--- config.mk ---
export PLATFORM = sky130hd
export DESIGN_NAME = sub_serial_param_flat
export DESIGN_NICKNAME = d
export VERILOG_FILES = /design/src/rtl/sub_serial_param_if.sv /design/src/rtl/sub_serial_param.sv /design/src/flat_wrapper.sv
export SDC_FILE = /design/constraint.sdc
export NUM_CORES = 1
export LEC_CHECK = 0
export ABC_AREA = 1
export BUFFER_PORTS_ARGS = -buffer_cell sky130_fd_sc_hd__buf_2
export CAP_MARGIN = 20
export CORE_ASPECT_RATIO = 0.7
export CORE_MARGIN = 2
export CORE_UTILIZATION = 50
export DETAILED_ROUTE_END_ITERATION = 16
export PLACE_DENSITY = 0.72
export SETUP_SLACK_MARGIN = 0.02
export SLEW_MARGIN = 20
export SYNTH_ARGS = -nofsm -noshare
export SYNTH_HDL_FRONTEND = slang
export SYNTH_SLANG_ARGS = --single-unit
--- constraint.sdc ---
create_clock -name clk -period 2.9 [get_ports clk]
set_input_delay 0.435 -clock clk [delete_from_list [all_inputs] [get_ports clk]]
set_output_delay 0.435 -clock clk [all_outputs]
set_load 0.05 [all_outputs]
--- src/rtl/sub_serial_param_if.sv ---
// Handshake bundle for the chunk-serial subtractor.
// Carries OVF only when SUB_SERIAL_OVF_EN is defined.
interface sub_serial_param_if #(
  parameter int WIDTH = 32
);
  logic             in_valid;
  logic             in_ready;
  logic [WIDTH-1:0] A;
  logic [WIDTH-1:0] B;
  logic             Bin;
  logic             out_valid;
  logic             out_ready;
  logic [WIDTH-1:0] Diff;
  logic             B_out;
`ifdef SUB_SERIAL_OVF_EN
  logic             OVF;

  modport master (
    output in_valid, A, B, Bin, out_ready,
    input  in_ready, out_valid, Diff, B_out, OVF
  );
  modport slave (
    input  in_valid, A, B, Bin, out_ready,
    output in_ready, out_valid, Diff, B_out, OVF
  );
`else
  modport master (
    output in_valid, A, B, Bin, out_ready,
    input  in_ready, out_valid, Diff, B_out
  );
  modport slave (
    input  in_valid, A, B, Bin, out_ready,
    output in_ready, out_valid, Diff, B_out
  );
`endif
endinterface

--- src/rtl/sub_serial_param.sv ---
// Chunk-serial subtractor: Diff = A - B - Bin, CHUNK bits per clock.
// SUB_SERIAL_OVF_EN adds a registered signed-overflow flag (OVF).
module sub_serial_param #(
  parameter int WIDTH = 32,
  parameter int CHUNK = 16
) (
  input  logic            clk,
  input  logic            rst,
  sub_serial_param_if.slave bus
);
  localparam int NCH = WIDTH / CHUNK;
  localparam int IW  = (NCH > 1) ? $clog2(NCH) : 1;
  localparam logic [IW-1:0] LAST = IW'(NCH - 1);

  typedef enum logic [1:0] {
    IDLE,
    BUSY,
    DONE
  } state_t;

  state_t           state;
  state_t           state_nx;
  logic [IW-1:0]    idx;
  logic [WIDTH-1:0] a_q;
  logic [WIDTH-1:0] b_q;
  logic [WIDTH-1:0] diff_q;
  logic             borrow;
  logic             bout_q;
  logic             rdy;
  logic             accept;
  logic             last;
  logic [CHUNK:0]   sl;

  assign accept = bus.in_valid & rdy;
  assign last   = (state == BUSY) && (idx == LAST);

  always_ff @(posedge clk or posedge rst) begin
    if (rst) state <= IDLE;
    else     state <= state_nx;
  end

  always_comb begin
    state_nx = state;
    unique case (state)
      IDLE: if (accept) state_nx = BUSY;
      BUSY: if (last) state_nx = DONE;
      DONE: begin
        if (accept)             state_nx = BUSY;
        else if (bus.out_ready) state_nx = IDLE;
      end
      default: state_nx = IDLE;
    endcase
  end

  always_comb begin
    rdy = (state == IDLE) |
          ((state == DONE) & bus.out_ready);
    bus.in_ready  = rdy;
    bus.out_valid = (state == DONE);
  end

  // One slice with a CHUNK+1 bit result; the top bit is the borrow.
  always_comb begin
    sl = {1'b0, a_q[idx*CHUNK +: CHUNK]}
       - {1'b0, b_q[idx*CHUNK +: CHUNK]}
       - (CHUNK+1)'(borrow);
  end

  always_ff @(posedge clk or posedge rst) begin
    if (rst) begin
      a_q    <= '0;
      b_q    <= '0;
      diff_q <= '0;
      borrow <= 1'b0;
      bout_q <= 1'b0;
      idx    <= '0;
    end else if (accept) begin
      a_q    <= bus.A;
      b_q    <= bus.B;
      borrow <= bus.Bin;
      idx    <= '0;
    end else if (state == BUSY) begin
      diff_q[idx*CHUNK +: CHUNK] <= sl[CHUNK-1:0];
      borrow <= sl[CHUNK];
      idx    <= idx + 1'b1;
      if (last) bout_q <= sl[CHUNK];
    end
  end

  assign bus.Diff  = diff_q;
  assign bus.B_out = bout_q;

`ifdef SUB_SERIAL_OVF_EN
  logic ovf_q;

  // Operands differ in sign and the result sign differs from A.
  always_ff @(posedge clk or posedge rst) begin
    if (rst)       ovf_q <= 1'b0;
    else if (last) ovf_q <= (a_q[WIDTH-1] ^ b_q[WIDTH-1])
                          & (sl[CHUNK-1] ^ a_q[WIDTH-1]);
  end

  assign bus.OVF = ovf_q;
`endif
endmodule

--- src/flat_wrapper.sv ---
// flat-port wrapper written by rule: the top's interface ports become plain ports
module sub_serial_param_flat 
#(
  parameter int WIDTH = 32,
  parameter int CHUNK = 16
)
  (clk, rst, bus_in_valid, bus_A, bus_B, bus_Bin, bus_out_ready, bus_in_ready, bus_out_valid, bus_Diff, bus_B_out);
  sub_serial_param_if #(.WIDTH(WIDTH)) bus_i ();
  input  logic clk;
  input  logic rst;
  input wire logic [$bits(bus_i.in_valid)-1:0] bus_in_valid;
  input wire logic [$bits(bus_i.A)-1:0] bus_A;
  input wire logic [$bits(bus_i.B)-1:0] bus_B;
  input wire logic [$bits(bus_i.Bin)-1:0] bus_Bin;
  input wire logic [$bits(bus_i.out_ready)-1:0] bus_out_ready;
  output wire logic [$bits(bus_i.in_ready)-1:0] bus_in_ready;
  output wire logic [$bits(bus_i.out_valid)-1:0] bus_out_valid;
  output wire logic [$bits(bus_i.Diff)-1:0] bus_Diff;
  output wire logic [$bits(bus_i.B_out)-1:0] bus_B_out;
  assign bus_i.in_valid = bus_in_valid;
  assign bus_i.A = bus_A;
  assign bus_i.B = bus_B;
  assign bus_i.Bin = bus_Bin;
  assign bus_i.out_ready = bus_out_ready;
  assign bus_in_ready = bus_i.in_ready;
  assign bus_out_valid = bus_i.out_valid;
  assign bus_Diff = bus_i.Diff;
  assign bus_B_out = bus_i.B_out;
  sub_serial_param #(.WIDTH(WIDTH), .CHUNK(CHUNK)) u_core (.clk(clk), .rst(rst), .bus(bus_i));
endmodule
# Word level (Yosys, flattened, before mapping)
# Cells that the tools add are included.
[totals] reg_bits=101 input_bits=69 output_inout_bits=35 wordCells=40
[op_classes] addsub=4 eq_ne=5 shifts=4 n_mux=10 n_bitwise=4 n_reduce_logical=6
[op_table] op="$shiftx 32x6->16" count=2
[op_table] op="$neg 5->34" count=1
[op_table] op="$shift 16x34->32 const A" count=1
[op_table] op="$shiftx 16x34->32" count=1
[op_table] op="$bwmux 32" count=1
[op_table] op="$sub 16x16->17" count=1
[op_table] op="$sub 17x1->17" count=1
[op_table] op="$mux 2" count=4
[op_table] op="$pmux 2 s3" count=1
[op_table] op="$reduce_and 3->1" count=2
[op_table] op="$mux 1" count=4
[op_table] op="$ne 2x1->1 const B" count=2
[op_table] op="$ne 3x2->1 const B" count=1
[op_table] op="$and 1x1->1" count=2
[op_table] op="$eq 2x1->1 const B" count=1
[op_table] op="$eq 2x2->1 const B" count=1
[op_table] op="$logic_not 2->1" count=1
[op_table] op="$reduce_and 2->1" count=1
[op_table] op="$reduce_bool 2->1" count=1
[op_table] op="$add 1x1->1 const B" count=1
[op_table] op="$logic_and 1x1->1" count=1
[op_table] op="$not 1->1" count=1
[op_table] op="$or 1x1->1" count=1

# Depth between registers and ports, before layout
[depth] depth_word=6 depth_mapped=18 mapped_depth_nobuf=17

# Least setup slack after synthesis
# OpenSTA, ideal clock, no wires.
[synth_timing] path_kind="register to register" startpoint="register u_core.idx" endpoint="register u_core.diff_q[14], in the netlist u_core.bus.Diff[14]" setup_time_ps=113 arrival_time_ps=2417 required_ps=2787 setup_slack_ps=371 path_stages_with_launch=17 n_path_buf=2 period_less_slack_ps=2529 cell_sequence="dfrtp_1 buf_6 clkbuf_1 nand2_1 o21ai_0 fa_1 fa_1 nor2_1 o21bai_2 nand2_1 nand2_1 nand2_1 nand2_1 nand2_1 nand3_1 nand2_1 inv_1"
[synth_between] elab_chain_cells=5 elab_cells_between_ends=8 cone_classes="add/sub (3); shift (4); mux (1)"
[synth_lines] item="start: declaration" line="sub_serial_param.sv:23" text="logic [IW-1:0] idx;"
[synth_lines] item="start signal: assignment" line="sub_serial_param.sv:85" text="idx <= idx + 1'b1;"
[synth_lines] item="$shiftx 32x6->16, on equally long branches" line="sub_serial_param.sv:64, sub_serial_param.sv:65"
[synth_lines] item="$sub 16x16->17" line="sub_serial_param.sv:65" text="- {1'b0, b_q[idx*CHUNK +: CHUNK]}"
[synth_lines] item="$sub 17x1->17" line="sub_serial_param.sv:66" text="- (CHUNK+1)'(borrow);"
[synth_lines] item="$shiftx 16x34->32" line="sub_serial_param.sv:83" text="diff_q[idx*CHUNK +: CHUNK] <= sl[CHUNK-1:0];"
[synth_lines] item="$bwmux 32 *" line="sub_serial_param.sv:83"
[synth_lines] item="end signal: indexed assignment" line="sub_serial_param.sv:83"
[synth_lines] item="end: declaration" line="sub_serial_param.sv:26" text="logic [WIDTH-1:0] diff_q;"
# Every way passes the cells marked *; elsewhere a longest branch is shown, timed or not.
# A chain may end at the register's enable or synchronous reset.

# Worst setup path after layout
[layout_timing] startpoint="register u_core.idx" endpoint="register u_core.diff_q[31], in the netlist u_core.bus.Diff[31]"
# Same word-level chain as after synthesis.

==> reports/results.txt <==
Number of nets in the finished design - 823
CP dominant cell by count - sky130_fd_sc_hd__nand2_1
Count of yosys warnings during synthesis - 0
Pin count of the biggest net entering global routing - 46
Initial Util - 0.514
Fmax - 377 MHz
Portion of the clock cycle consumed by the worst path in the final layout - 0.914
Final estimated routing congestion in global placement - 0.981
Synth-to-layout area growth - 18.5%
CP Launch Type - register
WL final - 11900 µm
Via count of the first global-routing pass - 4468
Clock tree skew after final layout - 0.00674 ns
Share of async-settable or async-resettable flops after synthesis - 1.00
CTS root buf - sky130_fd_sc_hd__clkbuf_16
Skew-Pair Late Insertion Delay - 0.35 ns
Number of H-tree levels - 3
Compound-cell area share of the yosys netlist - 0.0924
Fraction of final layout cells sized beyond drive strength 1 - 0.254
Total area of multi-input combinational cells - 2370 µm²
Mux share of post-synthesis cell area - 0.0756
Synthesized netlist cell count - 625
CP peak stage delay - 0.49 ns
Count of antenna diodes in the layout - 0
Detailed Place HPWL - 9120 µm
Combined flip-flop and latch cell area - 2530 µm²
Transition time at the pin with the least slew margin - 0.847 ns
Clock transition at path regs - 0.06 ns
Total number of vias - 4365
Dominant cell type by area after synthesis - sky130_fd_sc_hd__dfrtp_1
Data required, critical path - 3.14 ns
Count of fill cells added during filler insertion - 935
Number of synthesized flops with an enable pin - 0
Capturing element type of the critical path - register
Maximum fanout along the worst path - 36
Register bit total from synthesis - 101
Share of the synthesized area in the top cell type - 0.473
Per-cell via count in the routed design - 5.07
Cells along the critical path - buf_12 -> nand2_1 -> o21ai_0 -> ha_1 -> inv_1 -> ha_1 -> nand2_1 -> nor3_1 -> and2_1 -> nand2_2 -> nand3_1 -> nand3_1 -> nand2_1 -> inv_1
DR DRC count - 0
Std cell rows - 31
Global routing usage summed across all routing layers - 0.224
Xor/xnor share of the synthesized area - 0.00819
Number of ports placed on the die boundary - 104
Count of input and output buffers - 103
CTS tree - done
Remaining Overflow, GRT - 0
Data arrival time at the worst-slack endpoint - 2.89 ns
Routed WL per cell - 13.8 µm
Final hold slack - 0.252 ns
Hold Crit Class - input port to async pin
Die ar. - 11600 µm²
Antenna violation net count after detailed routing - 0
Run status - completed
Simple logic cell fraction of the synthesized area - 0.192
Mapped Area - 5350 µm²
Global-route wire length before repair - 20800 µm
Inserted Clock Buffers - 9
Violation count after the first detailed-route iteration - 273
Worst slew margin relative to its limit - 0.434
Final Setup Violations - 0
Chip Height - 90.5 µm
Final critical delay including setup and external delays - 2.65 ns
Placeable core region - 10400 µm²
Synth area leaders - sky130_fd_sc_hd__dfrtp_1 47%, sky130_fd_sc_hd__nand2_1 9.5%, sky130_fd_sc_hd__mux2_2 7.4%
Main combinational cell family by area after synthesis - simple AND/OR/NAND/NOR gates
Max-Cap Viols - 0
Unrepaired setup endpoints after global routing - yes
Path type of the worst setup path - register to register
Number of antenna violations at the first check in global routing - 0
Post-synth top flop - sky130_fd_sc_hd__dfrtp_1
Drt first pass iters - 5
Cell with the largest stage delay on the worst path - sky130_fd_sc_hd__dfrtp_2
Area share of fa/ha/maj cells after synthesis - 0.0730
X dimension of the die - 128 µm
Sink count of the clock tree - 101
Sequential fraction of the synthesis area - 0.473
Max-slew violations - 0
Hold Violations, Final - 0
Mean area per synthesized cell - 8.56 µm²
Worst-case clock buffer depth - 2
Number of unique standard cell types used by synthesis - 32
Net count of the mapped netlist - 724
Final sum of negative setup slack - 0 ns
[state kept, by name, summed over array words and instances (netlist names)]
register	flops
u_core.a_q	32
u_core.b_q	32
u_core.borrow	1
u_core.bus.B_out	1
u_core.bus.Diff	32
u_core.idx	1
u_core.state	2
[critical path: cells and delay by family (launching register included)]
| kind | cells | cell delay (ns) |
|---|---|---|
| compound gates | 1 | 0.10 |
| fa+ha+maj | 2 | 0.67 |
| buf+inv | 3 | 0.27 |
| flops | 1 | 0.49 |
| simple gates | 8 | 1.00 |
[placed cells by master (no fill, tap or decap), types with 9 or more instances in the layout]
master / instances
sky130_fd_sc_hd__nand2_1: 135
sky130_fd_sc_hd__buf_2: 103
sky130_fd_sc_hd__dfrtp_1: 100
sky130_fd_sc_hd__inv_1: 92
sky130_fd_sc_hd__nor2_1: 43
sky130_fd_sc_hd__o21ai_0: 43
sky130_fd_sc_hd__a21oi_1: 41
sky130_fd_sc_hd__mux2_2: 35
sky130_fd_sc_hd__nand3_1: 35
sky130_fd_sc_hd__ha_1: 28
sky130_fd_sc_hd__clkbuf_16: 9
[cell usage after synthesis (5+ instances only)]
cell                         n
sky130_fd_sc_hd__nand2_1   136
sky130_fd_sc_hd__dfrtp_1   101
sky130_fd_sc_hd__inv_1      93
sky130_fd_sc_hd__o21ai_0    44
sky130_fd_sc_hd__nor2_1     43
sky130_fd_sc_hd__a21oi_1    41
sky130_fd_sc_hd__mux2_2     35
sky130_fd_sc_hd__nand3_1    35
sky130_fd_sc_hd__ha_1       28
sky130_fd_sc_hd__buf_2      11
sky130_fd_sc_hd__clkbuf_1   11
sky130_fd_sc_hd__or2_2       8
sky130_fd_sc_hd__nand2_2     5
sky130_fd_sc_hd__o21ai_1     5
[repair_timing]
item | CTS | global route
buffers inserted | 0 | 0
hold buffers | 0 | 0
resized for setup | 0 | 2
setup endpoints to repair | 0 | 4
[logic make-up (layout without fill, tap and decap cells)]
| kind of cell | after synthesis | after routing |
|---|---|---|
| adder cells (fa/ha/maj) | 30 | 30 |
| multiplexers | 36 | 36 |
| XOR/XNOR | 5 | 5 |
| flip-flops | 101 | 101 |
| AND/OR/NAND/NOR | 241 | 241 |
| AO/OA/AOI/OAI | 95 | 95 |
| buffers and inverters | 117 | 221 |
[worst paths after layout]
kind                                                      from                         endpoint  slack [ns]  depth (start not counted)
min in group clk                                     bus_B[25]       u_core.b_q[25]$_DFFE_PP0P_        0.31                          2
worst max-delay path                    u_core.idx$_DFFE_PP0P_  u_core.bus.Diff[31]$_DFFE_PP0P_        0.25                         14
worst max register to register          u_core.idx$_DFFE_PP0P_  u_core.bus.Diff[31]$_DFFE_PP0P_        0.25                         14
worst min-delay path                                       rst       u_core.a_q[21]$_DFFE_PP0P_        0.25                          2
max in group asynchronous                                  rst  u_core.bus.Diff[28]$_DFFE_PP0P_        2.01                          3
worst min register to register  u_core.bus.Diff[2]$_DFFE_PP0P_   u_core.bus.Diff[2]$_DFFE_PP0P_        0.48                          2
[layout make-up]
class | count | share of cell area
tap | 132 | 0.0261
inverter | 94 | 0.0567
timing repair buffer | 111 | 0.0987
sequential | 101 | 0.399
clock inverter | 2 | 0.00257
multi-input combinational | 407 | 0.374
clock buffer | 14 | 0.0432
[routing by layer]
metal  up-vias  routed length, µm  share of wire  global-route usage
met3        15                688          0.058              0.0521
li1       2181                  -              -                   -
met2       111               5330           0.45               0.354
met5         -                  0              0                   0
met4         0                134          0.011              0.0595
met1      2058               5760           0.48               0.313
[through the flow]
stage | util | cells | setup WS (ns) | instance area (µm²)
after floorplan | - | 625 | 0.371 | 5350
after global placement | 0.581 | 845 | 0.267 | 6040
after detailed placement | 0.581 | 845 | 0.268 | 6040
after CTS | 0.609 | 861 | 0.256 | 6330
after global routing | 0.610 | 861 | 0.00145 | 6340
final | 0.610 | 861 | 0.251 | 6340
Power is left out: the tool's default activity adds up to more than one toggle a clock period on the data nets, which glitch-free logic cannot reach.
